`src/rtl/board_scan_if.sv`:
```
// Board scan bus: the composited board in, the row/column drive and the
// end-of-frame strobe out.
//   enable      start/continue scanning
//   board_data  board_data[i] is row i (row 0 is the top row)
//   row_sel     one-hot row drive, bit i drives board row i
//   col_data    column pattern for the selected row
//   frame_done  one-cycle pulse after the last row's final dwell cycle
// master: board source / display consumer side; slave: the scanner.
interface board_scan_if #(
  parameter int board_width  = 9,
  parameter int board_height = 16
);
  logic                                     enable;
  logic [0:board_height-1][board_width-1:0] board_data;
  logic [board_height-1:0]                  row_sel;
  logic [board_width-1:0]                   col_data;
  logic                                     frame_done;

  modport master (
    output enable, board_data,
    input  row_sel, col_data, frame_done
  );

  modport slave (
    input  enable, board_data,
    output row_sel, col_data, frame_done
  );
endinterface

```
`src/rtl/board_scanner.sv`:
```
// Display-side reader of the composited game board. Snapshots the whole board
// at frame start and scans it out row by row (one-hot row select plus column
// pattern), inserting an all-off blanking gap between rows against ghosting.
// frame_done pulses once per frame so board updates can follow frame bounds.
// Ports:
//   clk    system clock
//   reset  synchronous, active-high
//   bus    board_scan_if slave (enable, board_data in; row_sel, col_data,
//          frame_done out, all registered)
//
// state | meaning
// IDLE  | outputs off, waiting for enable
// LATCH | one cycle: snapshot board_data, restart at row 0
// BLANK | blank_cycles of all-off between rows
// SHOW  | dwell_cycles driving row row_idx with its snapshot pattern
module board_scanner #(
  parameter int board_width  = 9,
  parameter int board_height = 16,
  parameter int dwell_cycles = 4,
  parameter int blank_cycles = 1
) (
  input  logic         clk,
  input  logic         reset,
  board_scan_if.slave  bus
);

  localparam int max_dw_bl = (dwell_cycles > blank_cycles) ? dwell_cycles : blank_cycles;
  localparam int max_all   = (max_dw_bl > board_height) ? max_dw_bl : board_height;
  localparam int cnt_w     = (max_all > 1) ? $clog2(max_all) : 1;
  localparam int row_w     = (board_height > 1) ? $clog2(board_height) : 1;

  // Phase counter counts down to zero; zero marks the last cycle of a phase.
  localparam logic [cnt_w-1:0] dwell_load = cnt_w'(dwell_cycles - 1);
  localparam logic [cnt_w-1:0] blank_load = cnt_w'((blank_cycles > 0) ? blank_cycles - 1 : 0);
  localparam logic [row_w-1:0] last_row   = row_w'(board_height - 1);

  typedef enum logic [1:0] {IDLE, LATCH, BLANK, SHOW} state_t;

  state_t                                   state, state_d;
  logic [row_w-1:0]                         row_idx, row_d;
  logic [cnt_w-1:0]                         cnt, cnt_d;
  logic [0:board_height-1][board_width-1:0] snapshot;
  logic                                     snap_load;
  logic [board_height-1:0]                  row_sel_q, row_sel_d;
  logic [board_width-1:0]                   col_q, col_d;
  logic                                     frame_done_q, frame_done_d;

  always_ff @(posedge clk) begin
    if (reset) begin
      state        <= IDLE;
      row_idx      <= '0;
      cnt          <= '0;
      row_sel_q    <= '0;
      col_q        <= '0;
      frame_done_q <= 1'b0;
    end else begin
      state        <= state_d;
      row_idx      <= row_d;
      cnt          <= cnt_d;
      row_sel_q    <= row_sel_d;
      col_q        <= col_d;
      frame_done_q <= frame_done_d;
    end
  end

  // Snapshot content is don't-care after reset, so it carries no reset.
  always_ff @(posedge clk) begin
    if (snap_load) snapshot <= bus.board_data;
  end

  always_comb begin
    state_d      = state;
    row_d        = row_idx;
    cnt_d        = cnt;
    snap_load    = 1'b0;
    frame_done_d = 1'b0;

    case (state)
      IDLE: begin
        if (bus.enable) state_d = LATCH;
      end
      LATCH: begin
        snap_load = 1'b1;
        row_d     = '0;
        if (blank_cycles > 0) begin
          state_d = BLANK;
          cnt_d   = blank_load;
        end else begin
          state_d = SHOW;
          cnt_d   = dwell_load;
        end
      end
      BLANK: begin
        if (cnt == '0) begin
          state_d = SHOW;
          cnt_d   = dwell_load;
        end else begin
          cnt_d = cnt - cnt_w'(1);
        end
      end
      SHOW: begin
        if (cnt != '0) begin
          cnt_d = cnt - cnt_w'(1);
        end else if (row_idx == last_row) begin
          frame_done_d = 1'b1;
          row_d        = '0;
          cnt_d        = '0;
          state_d      = bus.enable ? LATCH : IDLE;
        end else begin
          row_d = row_idx + row_w'(1);
          if (blank_cycles > 0) begin
            state_d = BLANK;
            cnt_d   = blank_load;
          end else begin
            state_d = SHOW;
            cnt_d   = dwell_load;
          end
        end
      end
      default: state_d = IDLE;
    endcase

    // Outputs are registered alongside the state, so they are decoded from
    // the next state. With no blanking, LATCH goes straight to SHOW and the
    // snapshot is being written on that same edge, so row 0 comes straight
    // from board_data.
    row_sel_d = '0;
    col_d     = '0;
    if (state_d == SHOW) begin
      row_sel_d[row_d] = 1'b1;
      col_d            = snap_load ? bus.board_data[row_d] : snapshot[row_d];
    end
  end

  assign bus.row_sel    = row_sel_q;
  assign bus.col_data   = col_q;
  assign bus.frame_done = frame_done_q;

endmodule

```
`src/flat_wrapper.sv`:
```
// flat-port wrapper written by rule: the top's interface ports become plain ports
module board_scanner_flat 
#(
  parameter int board_width  = 9,
  parameter int board_height = 16,
  parameter int dwell_cycles = 4,
  parameter int blank_cycles = 1
)
  (clk, reset, bus_enable, bus_board_data, bus_row_sel, bus_col_data, bus_frame_done);
  board_scan_if #(.board_width(board_width), .board_height(board_height)) bus_i ();
  input  logic clk;
  input  logic reset;
  input wire logic [$bits(bus_i.enable)-1:0] bus_enable;
  input wire logic [$bits(bus_i.board_data)-1:0] bus_board_data;
  output wire logic [$bits(bus_i.row_sel)-1:0] bus_row_sel;
  output wire logic [$bits(bus_i.col_data)-1:0] bus_col_data;
  output wire logic [$bits(bus_i.frame_done)-1:0] bus_frame_done;
  assign bus_i.enable = bus_enable;
  assign bus_i.board_data = bus_board_data;
  assign bus_row_sel = bus_i.row_sel;
  assign bus_col_data = bus_i.col_data;
  assign bus_frame_done = bus_i.frame_done;
  board_scanner #(.board_width(board_width), .board_height(board_height), .dwell_cycles(dwell_cycles), .blank_cycles(blank_cycles)) u_core (.clk(clk), .reset(reset), .bus(bus_i));
endmodule
```
`config.mk`:
```
export PLATFORM = sky130hd
export DESIGN_NAME = board_scanner_flat
export DESIGN_NICKNAME = d
export VERILOG_FILES = /design/src/rtl/board_scan_if.sv /design/src/rtl/board_scanner.sv /design/src/flat_wrapper.sv
export SDC_FILE = /design/constraint.sdc
export NUM_CORES = 1
export LEC_CHECK = 0
export ABC_AREA = 0
export CORE_MARGIN = 5
export CORE_UTILIZATION = 53
export CTS_CLUSTER_DIAMETER = 120
export CTS_CLUSTER_SIZE = 16
export DETAILED_ROUTE_END_ITERATION = 6
export PLACE_DENSITY = 0.84
export SLEW_MARGIN = 10
export SYNTH_ARGS = -nofsm -noshare
export SYNTH_HDL_FRONTEND = slang
export SYNTH_SLANG_ARGS = --single-unit
export TNS_END_PERCENT = 10
```
`constraint.sdc`:
```
create_clock -name clk -period 12.02 [get_ports clk]
set_input_delay 2.404 -clock clk [delete_from_list [all_inputs] [get_ports clk]]
set_output_delay 2.404 -clock clk [all_outputs]
set_load 0.1 [all_outputs]
```
==> results.md <==
* DR iter-0 viols at 597
* Depth of the CTS H-tree at 4
* Ys async rst share at 0%
* RePlAce Congestion at 0.890
* Setup TNS Final at 0 ps
* Static leakage at 0.00332 uW
* Hold Crit Depth at 2
* Top_reg_cell synth: edfxtp_1
* Crit path DAT at 1900 ps
* Final HPWL DP at 11700 um
* Max-slew violation count at 0
* Ant diodes at 0
* Max-cap viol count at 0
* DRT antenna net count at 0
* Max-Slew Margin vs Limit at 23.6%
* Row count at 41
* EDFF count, synth at 144
* Area delta synth->final at 35.9%
* Worst-Margin Slew at 1150 ps
* Status: finished, final reports clean
* Critical Path RT at 9620 ps
* Pwr Density at 155 nW/um2
* I/O Pins at 173
* GRT Total Usage at 22.9%
* CP endpoint kind: output pin
* Clock-pin slew on the worst setup and hold paths at 60 ps
* PortBufs at 172
* Area fraction of the dominant cell type after synthesis at 63.2%
* Critical path buffers and inverters at 1
* Gr ovfl total at 0
* Synth area leaders: edfxtp_1 (63%), dfxtp_1 (11%), nand2_1 (5.0%)
* Count of warnings emitted by yosys at 0
* CP max FO at 1
* HP Class: register to register
* Cell area after synthesis at 6840 um2
* Die area at 15300 um2
* Postcts setup bufs at 0
* Worst Setup Start Kind: register
* DRC violations left at 0
* Post-synthesis instance total at 496
* Sequential fraction of the synthesis area at 73.8%
* Fillers at 845
* Die width at 124 um
* R2R Setup Slk at 8750 ps
* Reg2Reg Capture Point: u_core.bus.col_data[6]$_SDFF_PP0_
* # hold bufs at CTS at 0
* Final Hold Viols at 0
* Total wire length at 17100 um
* Num CTS Buffers at 17
* Worst R2R Start: u_core.cnt[0]$_SDFFE_PP0P_
* Crit-path max cell delay at 1170 ps
* Clock insertion delay at the later pin of the skew report at 420 ps
* Final Setup Violations at 0
* Number of synthesized register bits at 180
* Vias in the first global route at 4953
* Final Cycle Share at 35.8%
* Largest net degree at the start of global routing at 81
* Fin Clk Skew at 8.78 ps
* R2R cell count at 7
* Drt first pass iters at 7
* Cell Chain, Critical Path: clkdlybuf4s50_1
* DR WL/cell at 20.2 um
* CP Class: register to output pin
* Die height at 124 um
* Min Clock Period, post-route at 4300 ps
* CTS tree: built
* Clk sinks at 180
* First-pass GRT wire length at 25600 um
* Initial Util at 54.2%
* Worst hold endpoint: u_core.cnt[2]$_SDFFE_PP0P_
* Root Buffer: clkbuf_16
* Layout cells sized above 1 at 7.10%
* Netlist cell types at 48
* Clk buf depth at 2
* RSZ-0062 raised after global routing: false
* Layout Utilization at 73.6%
* NumNets Final at 811
* Synth Net Count at 644
* Family with the most delay on the worst path: buffers and inverters
* Via density at 5.68
* Hold path startpoint: u_core.cnt[2]$_SDFFE_PP0P_
* Initial antenna violation count at 0
* Resize count post-CTS at 0
* Worst path slowest cell: clkdlybuf4s50_1
* Post-synth top area cell: edfxtp_1
* Core area at 12600 um2
* VDD IR max at 0.000111 V
* Synthesized area per cell at 13.8 um2
* F_max at 0.232 GHz
* Vias at 4818
==> layout make-up <==
type	count	area, um2	area share [%]
clock buffer	26	587	6.31
clock inverter	6	32.5	0.350
inverter	4	20.0	0.215
multi-input combinational	285	1650	17.7
sequential	180	5040	54.3
tap	172	215	2.32
timing repair buffer	175	1740	18.8
==> Yosys cell counts, types with 4 or more instances <==
cell type and instances:
a21oi_1 56, a221oi_1 8, a221oi_2 6, a32oi_1 9
buf_2 9, buf_4 5, clkbuf_1 11, dfxtp_1 36
edfxtp_1 144, inv_1 4, mux2i_1 20, nand2_1 91
nand3_1 17, nor2_1 32, o2111ai_1 4
==> logic make-up (layout without fill, tap and decap cells) <==
| kind of cell | after synthesis | after routing | synth area share [%] |
|---|---|---|---|
| adder cells (fa/ha/maj) | 1 | 1 | 0.183 |
| XOR/XNOR | 1 | 1 | 0.128 |
| flip-flops | 180 | 180 | 73.8 |
| multiplexers | 20 | 20 | 2.93 |
| buffers and inverters | 31 | 211 | 2.25 |
| AND/OR/NAND/NOR | 161 | 161 | 10.4 |
| AO/OA/AOI/OAI | 102 | 102 | 10.3 |
==> per-stage QoR <==
stage / setup WS, ps / area, um2 / instances / total power [uW] / hold WS, ps
after floorplan: 7960 / 6840 / 496 / 825 / 486
after global placement: 8010 / 8670 / 816 / 889 / 499
after detailed placement: 7910 / 8670 / 816 / 896 / 532
after CTS: 7700 / 9290 / 848 / 1450 / 551
after global routing: 7660 / 9290 / 848 / 1490 / 584
final: 7720 / 9290 / 848 / 1440 / 561
==> flip-flops by register name, indices dropped and copies added, names as in the netlist <==
signal                 flops
u_core.bus.col_data        9
u_core.bus.frame_done      1
u_core.bus.row_sel        16
u_core.cnt                 4
u_core.row_idx             4
u_core.snapshot          144
u_core.state               2
==> worst max-delay path by stage <==
stage                                           start                                end  slack (ps)  cells past startpoint
floorplan                  u_core.state[0]$_SDFF_PP0_       u_core.snapshot[0]$_DFFE_PP_        7960                      3
finish              u_core.bus.col_data[5]$_SDFF_PP0_                    bus_col_data[5]        7720                      1
global route        u_core.bus.col_data[5]$_SDFF_PP0_                    bus_col_data[5]        7660                      1
CTS                 u_core.bus.col_data[5]$_SDFF_PP0_                    bus_col_data[5]        7700                      1
detailed placement                              reset   u_core.bus.row_sel[5]$_SDFF_PP0_        7910                      4
global placement                                reset  u_core.bus.row_sel[15]$_SDFF_PP0_        8010                      4
==> power by group <==
part	switching, uW	internal, uW
Combinational	83.0	65.3
Clock	220	337
Sequential	14.0	723
==> routing by layer <==
layer  wire length (um)  GRT usage [%]
met1               6340           27.2
met2               8930           39.1
met3               1300           6.31
met4                529           10.1
met5                  0              0
==> layout by cell type (no fill, tap or decap), types with 2 or more instances in the layout <==
master / netlist / final
clkdlybuf4s50_1: 0 / 172
buf_4: 5 / 3
a21oi_1: 56 / 56
o22ai_1: 2 / 2
a22o_1: 2 / 2
a31oi_1: 2 / 2
a221oi_1: 8 / 8
nand3_1: 17 / 17
o2111ai_1: 4 / 4
nand2b_1: 2 / 2
clkbuf_8: 0 / 2
clkinv_2: 0 / 2
edfxtp_1: 144 / 144
a211oi_1: 2 / 2
dfxtp_1: 36 / 36
clkbuf_16: 0 / 22
mux2i_1: 20 / 20
and3_1: 2 / 2
inv_1: 4 / 5
o21ai_0: 2 / 2
a22oi_1: 2 / 2
nand2_1: 91 / 91
nor2_1: 32 / 31
a221oi_2: 6 / 6
nor4_1: 2 / 2
nand3b_1: 2 / 2
a32oi_1: 9 / 9
Note: power is estimated with default switching activity, not from simulation.
